--- config.mk ---
export PLATFORM = sky130hd
export DESIGN_NAME = uart_byte_rx
export DESIGN_NICKNAME = d
export VERILOG_FILES = /design/src/rtl/uart_byte_rx.sv
export SDC_FILE = /design/constraint.sdc
export NUM_CORES = 1
export LEC_CHECK = 0
export ABC_AREA = 1
export CORE_UTILIZATION = 50
export DETAILED_ROUTE_END_ITERATION = 8
export GPL_TIMING_DRIVEN = 0
export PLACE_DENSITY = 0.74
export SLEW_MARGIN = 10
export SYNTH_ARGS = -nofsm -noshare
export SYNTH_HDL_FRONTEND = slang
export SYNTH_SLANG_ARGS = --single-unit
--- constraint.sdc ---
create_clock -name clk -period 2.6 [get_ports clk]
set_input_delay 0.39 -clock clk [delete_from_list [all_inputs] [get_ports clk]]
set_output_delay 0.39 -clock clk [all_outputs]
set_load 0.05 [all_outputs]
--- src/rtl/uart_byte_rx.sv ---
// uart_byte_rx: 8N1 UART receiver; defining UART_RX_PARITY_EN adds an even-parity bit (8E1).
// data_byte holds the last good byte; data_valid/frame_err/parity_err are one-cycle pulses.
module uart_byte_rx #(
    parameter int CLK_FREQ  = 50_000_000,
    parameter int BAUD_RATE = 9600
) (
    input  logic       clk,
    input  logic       rst,
    input  logic       rx,
    output logic [7:0] data_byte,
    output logic       data_valid,
    output logic       frame_err,
    output logic       parity_err,
    output logic       busy
);
    localparam int BAUD_DIV = CLK_FREQ / BAUD_RATE;
    localparam int CNT_W    = $clog2(BAUD_DIV);
    localparam logic [CNT_W-1:0] CNT_ZERO = CNT_W'(0);
    localparam logic [CNT_W-1:0] CNT_ONE  = CNT_W'(1);
    localparam logic [CNT_W-1:0] CNT_MID  = CNT_W'(BAUD_DIV / 2 - 1);
    localparam logic [CNT_W-1:0] CNT_LAST = CNT_W'(BAUD_DIV - 1);

    typedef enum logic [2:0] {
        IDLE   = 3'd0,
        START  = 3'd1,
        DATA   = 3'd2,
        PARITY = 3'd3,
        STOP   = 3'd4
    } state_t;

    function automatic logic even_parity(input logic [7:0] d);
        return ^d;
    endfunction

    state_t           state_q;
    logic             sync1_q;
    logic             rx_s_q;
    logic             rx_d_q;
    logic [CNT_W-1:0] cnt_q;
    logic [CNT_W-1:0] cnt_d;
    logic [2:0]       bit_idx_q;
    logic [7:0]       shift_q;
    logic [7:0]       shift_d;
    logic [7:0]       data_byte_q;
    logic             data_valid_q;
    logic             frame_err_q;
    logic             busy_q;
    logic             rx_fall;
`ifdef UART_RX_PARITY_EN
    logic             par_bit_q;
    logic             parity_err_q;
`endif

    // Edge detect, counter increment and LSB-first shift candidate
    always_comb begin
        rx_fall = rx_d_q & ~rx_s_q;
        cnt_d   = cnt_q + CNT_ONE;
        shift_d = {rx_s_q, shift_q[7:1]};
    end

    // Synchroniser, receive FSM and registered outputs
    always_ff @(posedge clk or negedge rst) begin
        if (!rst) begin
            sync1_q      <= 1'b1;
            rx_s_q       <= 1'b1;
            rx_d_q       <= 1'b1;
            state_q      <= IDLE;
            cnt_q        <= CNT_ZERO;
            bit_idx_q    <= 3'd0;
            shift_q      <= 8'h00;
            data_byte_q  <= 8'h00;
            data_valid_q <= 1'b0;
            frame_err_q  <= 1'b0;
            busy_q       <= 1'b0;
`ifdef UART_RX_PARITY_EN
            par_bit_q    <= 1'b0;
            parity_err_q <= 1'b0;
`endif
        end else begin
            sync1_q      <= rx;
            rx_s_q       <= sync1_q;
            rx_d_q       <= rx_s_q;
            data_valid_q <= 1'b0;
            frame_err_q  <= 1'b0;
`ifdef UART_RX_PARITY_EN
            parity_err_q <= 1'b0;
`endif
            case (state_q)
                IDLE: begin
                    cnt_q <= CNT_ZERO;
                    if (rx_fall) begin
                        state_q <= START;
                        busy_q  <= 1'b1;
                    end else begin
                        busy_q  <= 1'b0;
                    end
                end
                START: begin
                    if (cnt_q == CNT_MID) begin
                        cnt_q     <= CNT_ZERO;
                        bit_idx_q <= 3'd0;
                        // A high line at mid start bit was only a glitch
                        if (!rx_s_q) begin
                            state_q <= DATA;
                        end else begin
                            state_q <= IDLE;
                            busy_q  <= 1'b0;
                        end
                    end else begin
                        cnt_q <= cnt_d;
                    end
                end
                DATA: begin
                    if (cnt_q == CNT_LAST) begin
                        cnt_q     <= CNT_ZERO;
                        shift_q   <= shift_d;
                        bit_idx_q <= bit_idx_q + 3'd1;
                        if (bit_idx_q == 3'd7) begin
`ifdef UART_RX_PARITY_EN
                            state_q <= PARITY;
`else
                            state_q <= STOP;
`endif
                        end else begin
                            state_q <= DATA;
                        end
                    end else begin
                        cnt_q <= cnt_d;
                    end
                end
`ifdef UART_RX_PARITY_EN
                PARITY: begin
                    if (cnt_q == CNT_LAST) begin
                        cnt_q     <= CNT_ZERO;
                        par_bit_q <= rx_s_q;
                        state_q   <= STOP;
                    end else begin
                        cnt_q <= cnt_d;
                    end
                end
`endif
                STOP: begin
                    if (cnt_q == CNT_LAST) begin
                        // Leave at mid stop bit so a back-to-back start edge is not missed
                        cnt_q   <= CNT_ZERO;
                        state_q <= IDLE;
                        busy_q  <= 1'b0;
                        if (!rx_s_q) begin
                            frame_err_q <= 1'b1;
`ifdef UART_RX_PARITY_EN
                        end else if (even_parity(shift_q) != par_bit_q) begin
                            parity_err_q <= 1'b1;
`endif
                        end else begin
                            data_byte_q  <= shift_q;
                            data_valid_q <= 1'b1;
                        end
                    end else begin
                        cnt_q <= cnt_d;
                    end
                end
                default: begin
                    state_q <= IDLE;
                    cnt_q   <= CNT_ZERO;
                    busy_q  <= 1'b0;
                end
            endcase
        end
    end

    assign data_byte  = data_byte_q;
    assign data_valid = data_valid_q;
    assign frame_err  = frame_err_q;
    assign busy       = busy_q;
`ifdef UART_RX_PARITY_EN
    assign parity_err = parity_err_q;
`else
    assign parity_err = 1'b0;
`endif

endmodule

==> run_results.csv <==
group,metric,value,unit
setup_path,cp_data_required_time,2210,ps
setup_path,r2r_setup_slack,910,ps
power_and_ir_drop,p_comb_frac,0.267,
synth,yosysWarnings,0,
layout,areaGrowthSynthToFinish,14.3,%
setup_path,start_kind,"flip-flop",
sta,grt_setup_unrepaired,"no",
synth,syn_avg_cell_area,8.28,um2
floorplan,initial_core_util,0.542,
layout,num-nets-final,276,
global_route,grt_first_pass_wirelength,6400,um
synth,syn_inst,249,
layout,drive_gt1_frac,0.196,
clock_network,cts_hold_buf,0,
setup_path,cp.arrival,1440,ps
setup_path,cp_num_buf_inv,1,
layout,post-route-util,0.620,
setup_path,path_cells,"clkdlybuf4s50_1",
clock_network,path_clk_slew,70,ps
min_path,min-delay-path-class,"input pin to asynchronous set/reset pin",
global_route,grt_max_degree,24,
synth,synth_cell_type_count,26,
status,outcome,"finished clean",
clock_network,post_cts_resized,0,
routing,wl_met3,183,um
layout,antennaDiodeCount,0,
synth,yosysSeqAreaShare,0.500,
power_and_ir_drop,internal_power,999,uW
routing,drt-pass1-iter-count,4,
power_and_ir_drop,ir_drop,498,uV
power_and_ir_drop,leakage,0.00116,uW
sta,setup_slack,766,ps
global_route,grt_use_total,0.196,
synth,synth_seq_cells,41,
synth,yosys.area.top_type,"dfrtp_1",
sta,fin_setup_tns,0,ps
routing,ant_nets,0,
sta,timing.final.crit_period,1830,ps
power_and_ir_drop,p_clk_frac,0.259,
sta,timing.fmax,545,MHz
floorplan,die_w,66.2,um
synth,synth_area_leaders,"dfrtp_1 46%, nand2_1 15%, nor2_2 4.3%",
floorplan,dieArea,4380,um2
global_route,grt_remaining_overflow,0,
sta,finalSetupViolations,0,
run,cap_violations,0,
power_and_ir_drop,p_sw_frac,0.339,
power_and_ir_drop,p_sw,512,uW
routing,drc,0,
synth,synth_fp_nets,255,
sta,slew_headroom,0.665,
routing,via_per_inst,4.90,
placement,numPortBuffers,13,
setup_path,critPathSlowestCell,"clkdlybuf4s50_1",
routing,routed.top_layer,"met4",
floorplan,core_area,3800,um2
setup_path,slowest_delay,810,ps
synth,syn-cell-area,2060,um2
floorplan,die_y,66.2,um
routing,vias,1564,
clock_network,post-cts-setup-buffer-count,0,
synth,yosysTopAreaCellShare,0.461,
power_and_ir_drop,p_seq_frac,0.473,
sta,fin_crit_sh,0.705,
clock_network,clk_latency,290,ps
setup_path,worstPathMaxFanout,2,
sta,finalHoldViolations,0,
setup_path,critical_path_class,"flip-flop to output pin",
clock_network,h-tree-depth,2,
floorplan,rows,22,
global_route,grt_pass1_vias,1489,
clock_network,cts_root_buf,"clkbuf_8",
placement,gp_congestion,0.810,
sta,worstMarginPinSlew,501,ps
sta,finalClockSkew,2.81,ps
placement,dp_slack,923,ps
routing,drt_iter0_markers,76,
routing,wirelength_met1,1690,um
global_route,antenna_found_initial,0,
clock_network,cts_tree,"yes",
setup_path,critPathCaptureType,"output pin",
setup_path,critical-path-top-delay-family,"buffers and inverters",
sta,finalMaxSlewViolations,0,
layout,fillers,342,
placement,dp_hpwl,2680,um
floorplan,ioPinCount,15,
routing,avgRoutedWirePerCell,11.0,um
routing,wl,3510,um
power_and_ir_drop,power_density,641,nW/um2
clock_network,clk_path_buf_depth,2,
clock_network,cts-buffers-inserted,5,
routing,route.met2.wl,1580,um
clock_network,cts.sinks,41,
final timing paths:
check | from | endpoint | cells past startpoint
max | busy | busy | 1
min | rst | data_byte[4] | 1
max reg2reg | cnt_q[0] | data_byte[2] | 8
min reg2reg | sync1_q | rx_s_q | 0
max in group asynchronous | rst | rx_d_q | 2
min in group clk | sync1_q | rx_s_q | 0
cell usage in the layout (no fill, tap or decap), types with 2 or more instances in the layout:
cell              n
nand2_2           4
o21ai_0           7
nand4_1           4
inv_1            19
nor2_1           21
nand2_1          84
nor2_4            2
clkdlybuf4s50_1  12
dfrtp_1          38
dfstp_2           3
nand4_2           2
xor2_1            6
inv_2             9
nand3_1          15
a21oi_1           2
nor2_2           14
nor3_2            2
nand3_2           3
clkbuf_8          5
nor3_1            4
clkinv_2          2
ha_1              3
per-layer routing:
layer / track usage / vias up
met5: 0 / -
met2: 0.324 / 41
met4: 0.0718 / 0
met3: 0.0517 / 7
met1: 0.244 / 700
li1: - / 816
per-stage QoR:
| step | total power, uW | cells | cell area (um2) | hold WS [ps] |
|---|---|---|---|---|
| finish | 1510 | 319 | 2360 | 44.1 |
| floorplan | 1040 | 249 | 2060 | 94.4 |
| global placement | 1130 | 310 | 2250 | 346 |
| CTS | 1530 | 319 | 2360 | 58.0 |
| detailed placement | 1140 | 311 | 2270 | 348 |
| global route | 1620 | 319 | 2360 | 74.0 |
Yosys cell counts:
| library cell | n |
|---|---|
| nand3_4 | 1 |
| buf_6 | 1 |
| o21ai_0 | 7 |
| buf_8 | 1 |
| dfstp_2 | 3 |
| nor2_2 | 14 |
| inv_2 | 9 |
| ha_1 | 3 |
| o21ai_1 | 1 |
| a21oi_1 | 2 |
| nand3_1 | 15 |
| xor2_1 | 6 |
| conb_1 | 1 |
| nand3_2 | 3 |
| nor3_2 | 2 |
| dfrtp_1 | 38 |
| inv_1 | 19 |
| nor3_1 | 4 |
| nand2_2 | 4 |
| nand4_1 | 4 |
| inv_4 | 1 |
| nor2_1 | 21 |
| nand2_1 | 84 |
| nor2_4 | 2 |
| buf_4 | 1 |
| nand4_2 | 2 |
area by class of cell:
class                      instances  area, um2  area share
multi-input combinational        176        886       0.376
tap                               48       60.1      0.0255
buffer                             3       33.8      0.0143
clock inverter                     2       10.0     0.00425
clock buffer                       6       72.6      0.0308
timing repair buffer              14        153      0.0648
sequential                        41       1030       0.437
inverter                          29        111      0.0473
sequential cells by signal, indices dropped and copies added, names as in the netlist, 3 cells and up:
signal     flops
shift_q        8
state_q        3
data_byte      8
cnt_q         13
bit_idx_q      3
power groups by stage:
stage | Combinational [uW] | Clock (uW) | Sequential [uW]
2_1_floorplan | 288 | 0 | 750
6_report | 404 | 392 | 715
5_1_grt | 455 | 437 | 723
3_5_place_dp | 409 | 0 | 726
4_1_cts | 411 | 404 | 714
3_3_place_gp | 398 | 0 | 727
cells by family (layout without fill, tap and decap cells):
logic type | after synthesis | in the layout | share of synthesized area
AOI/OAI and AO/OA | 10 | 10 | 0.0243
xor gates and xnor gates | 6 | 6 | 0.0255
adders and majority gates | 3 | 3 | 0.0182
buffers and inverters | 32 | 54 | 0.0704
DFF | 41 | 41 | 0.500
other | 1 | 1 | 0.00182
and+or+nand+nor | 156 | 156 | 0.360
(Power assumes the default switching activity.)
==> variant: new RTL, same settings <==
Encoding of `state_t`: now one-hot (5 bits for 5 states).
--- a/src/rtl/uart_byte_rx.sv
+++ b/src/rtl/uart_byte_rx.sv
@@ -20,12 +20,12 @@
     localparam logic [CNT_W-1:0] CNT_MID  = CNT_W'(BAUD_DIV / 2 - 1);
     localparam logic [CNT_W-1:0] CNT_LAST = CNT_W'(BAUD_DIV - 1);
 
-    typedef enum logic [2:0] {
-        IDLE   = 3'd0,
-        START  = 3'd1,
-        DATA   = 3'd2,
-        PARITY = 3'd3,
-        STOP   = 3'd4
+    typedef enum logic [4:0] {
+        IDLE   = 5'b00001,
+        START  = 5'b00010,
+        DATA   = 5'b00100,
+        PARITY = 5'b01000,
+        STOP   = 5'b10000
     } state_t;
 
     function automatic logic even_parity(input logic [7:0] d);
Function: same outputs for any inputs over 10 cycles, from zero or initial values and one cycle with rst low; not proved beyond that.
==> variant against the original RTL <==
The run now ends with design-rule violations left. Worst setup slack got worse by 60 ps. Cell area rose by 2.9%. Wire length is 7.4% higher. Die area increased by 1.5%. Critical path type unchanged. Maximum frequency decreased by 3.1%. Critical path depth did not move. Synthesized area up 1.6%. Sequential cell count rose by 1. Non-clock buffer count increased by 3.
Power is not compared: it rests on default switching activity, and its combinational part moved more than twofold at a synthesized area within 25%.
==> variant: results (changes against the original RTL) <==
stage	metric	value	unit	change
run_status	status	complete, but fails checks		was finished, final reports clean
run_status	failing checks	design-rule violations		
global_routing	antenna violations before repair	0		unchanged
cells_and_area	share of cells above drive strength 1	0.1957		was 0.1956
yosys	most frequent cells after synthesis	64 x nand2_1, 38 x dfrtp_1, 32 x nor2_1		was 84 x nand2_1, 38 x dfrtp_1, 21 x nor2_1
min_path	hold depth	0		
drt	met2 routed WL	1.792	mm	was 1.579 mm
drt	Starting DRT DRC Count	125		was 76
yosys	Seq/Total Area, Yosys	0.5045		was 0.4997
yosys	largest cells by area after synthesis	dfrtp_1 45%, nand2_1 11%, nor2_1 5.7%		was dfrtp_1 46%, nand2_1 15%, nor2_2 4.3%
power	worst vdd ir	0.2662	mV	
timing	Post-Route Skew	7.456	ps	was 2.814 ps
clock_tree	hold_buf cts	1		was 0
yosys	Most used DFF post-synth	dfrtp_1		unchanged
setup_path	worst reg2reg setup slack	970	ps	was 910 ps
global_routing	number of global-route vias before repair	1437		was 1,489
drt	metal3 WL	93	um	was 183 um
timing	Worst Max-Slew Pin Slew	512.9	ps	was 500.8 ps
placed_design	Post-DP HPWL	2.712	mm	was 2.680 mm
yosys	Async SR Flop Fraction	1.000		unchanged
setup_path	R2R Path End	cnt_q[0]$_DFF_PN0_		was data_byte[2]$_DFFE_PN0P_
clock_tree	Reg clk slew, reported paths	80	ps	
clock_tree	Max H-tree Level	2		unchanged
setup_path	reg2reg start	cnt_q[0]$_DFF_PN0_		unchanged
min_path	Worst Hold Class	flip-flop to flip-flop		was primary input to asynchronous set/reset pin
clock_tree	postcts setup bufs	0		unchanged
setup_path	R2R cell count	9		was 8
drt	Residual DRC	2		was 0
setup_path	crit-path max FO	2		unchanged
min_path	hold path startpoint	sync1_q$_DFF_PN1_		
cells_and_area	Ant. Diodes	0		unchanged
yosys	Synth Warn #	0		unchanged
placed_design	GP Congestion	0.8582		was 0.8101
setup_path	Arr. time, crit path	1500	ps	was 1440 ps
drt	routed via count	1579		was 1,564
drt	Metal-1 WL	1.818	mm	was 1.694 mm
drt	Top Layer Used	met4		unchanged
drt	First-pass DRT Iterations	6		was 4
cells_and_area	# nets final	281		was 276
global_routing	largest net degree at the start of global routing	31		was 24
clock_tree	Clock Path Buffers	2		unchanged
global_routing	first-pass GRT wire length	6.479	mm	was 6.403 mm
yosys	Synth Net Count	259		was 255
power	Sw Share	0.2361		
drt	Total Routed Length	3.773	mm	was 3.514 mm
clock_tree	CTS buffer count	5		unchanged
global_routing	GRT Util Overall	0.2000		was 0.1959
setup_path	CP max stage delay	820	ps	
-- variant: changes by cell type after synthesis, sizes merged --
cell	change
clkbuf	+1
nand4	-1
buf	+1
o21ai	+4
a21oi	+5
xor2	-2
nand3b	+1
nor2	+6
nand2	-18
inv	+7
and3	+1
nor3	+3
nand3	-5
dfstp	+1
-- variant: cells by family after synthesis --
group	Yosys count	share of synthesized area
xor gates and xnor gates	4	0.01673
other	1	0.001791
and+or+nand+nor	143	0.3150
adders and majority gates	3	0.01793
AOI/OAI and AO/OA	19	0.05798
DFF	42	0.5045
buffers and inverters	41	0.08607
-- variant: worst max path at each step --
stage | slack, ps | cells past startpoint | end | startpoint
floorplan | 1170 | 9 | data_byte[5]$_DFFE_PN0P_ | cnt_q[0]$_DFF_PN0_
global placement | 90 | 1 | shift_q[7]$_DFFE_PN0P_ | rst
detailed placement | 990 | 9 | data_byte[7]$_DFFE_PN0P_ | cnt_q[0]$_DFF_PN0_
CTS | 690 | 1 | data_byte[6] | data_byte[6]$_DFFE_PN0P_
global route | 670 | 1 | data_byte[6] | data_byte[6]$_DFFE_PN0P_
finish | 710 | 1 | data_byte[6] | data_byte[6]$_DFFE_PN0P_
-- variant: per-layer routing --
| metal | vias to the layer above | track usage |
|---|---|---|
| li1 | 825 | - |
| met1 | 728 | 0.2478 |
| met5 | - | 0 |
| met3 | 5 | 0.06164 |
| met4 | 0 | 0.07713 |
| met2 | 21 | 0.3232 |
-- variant: final cells by class --
type	instances	area, sq um
fillers	344	1575
flip-flops and latches	42	1056
multi-input cells	170	857.1
repair buffers	15	155.1
inverters	36	135.1
clock buffers	5	68.82
well taps	50	62.56
clock inverters	3	45.04
plain buffers	5	45.04
-- variant: metrics by stage --
| stage | instance area, sq um | instances | hold WS, ps | worst slack [ps] | utilization |
|---|---|---|---|---|---|
| floorplan | 2093 | 253 | 94.41 | 1173 | - |
| global placement | 2286 | 316 | 345.3 | 93.91 | 0.5715 |
| detailed placement | 2301 | 317 | 307.4 | 994.5 | 0.5752 |
| CTS | 2425 | 326 | 359.0 | 686.8 | 0.6062 |
| global route | 2425 | 326 | 366.8 | 666.9 | 0.6062 |
| finish | 2425 | 326 | 359.0 | 706.2 | 0.6062 |
-- variant: power by group through the flow --
stage               clock [uW]  combinational, uW  sequential [uW]
floorplan                    0               46.7              700
global placement             0               81.6              694
detailed placement           0               86.3              694
CTS                        532               88.3              681
global route               562               96.9              683
finish                     518               86.7              681
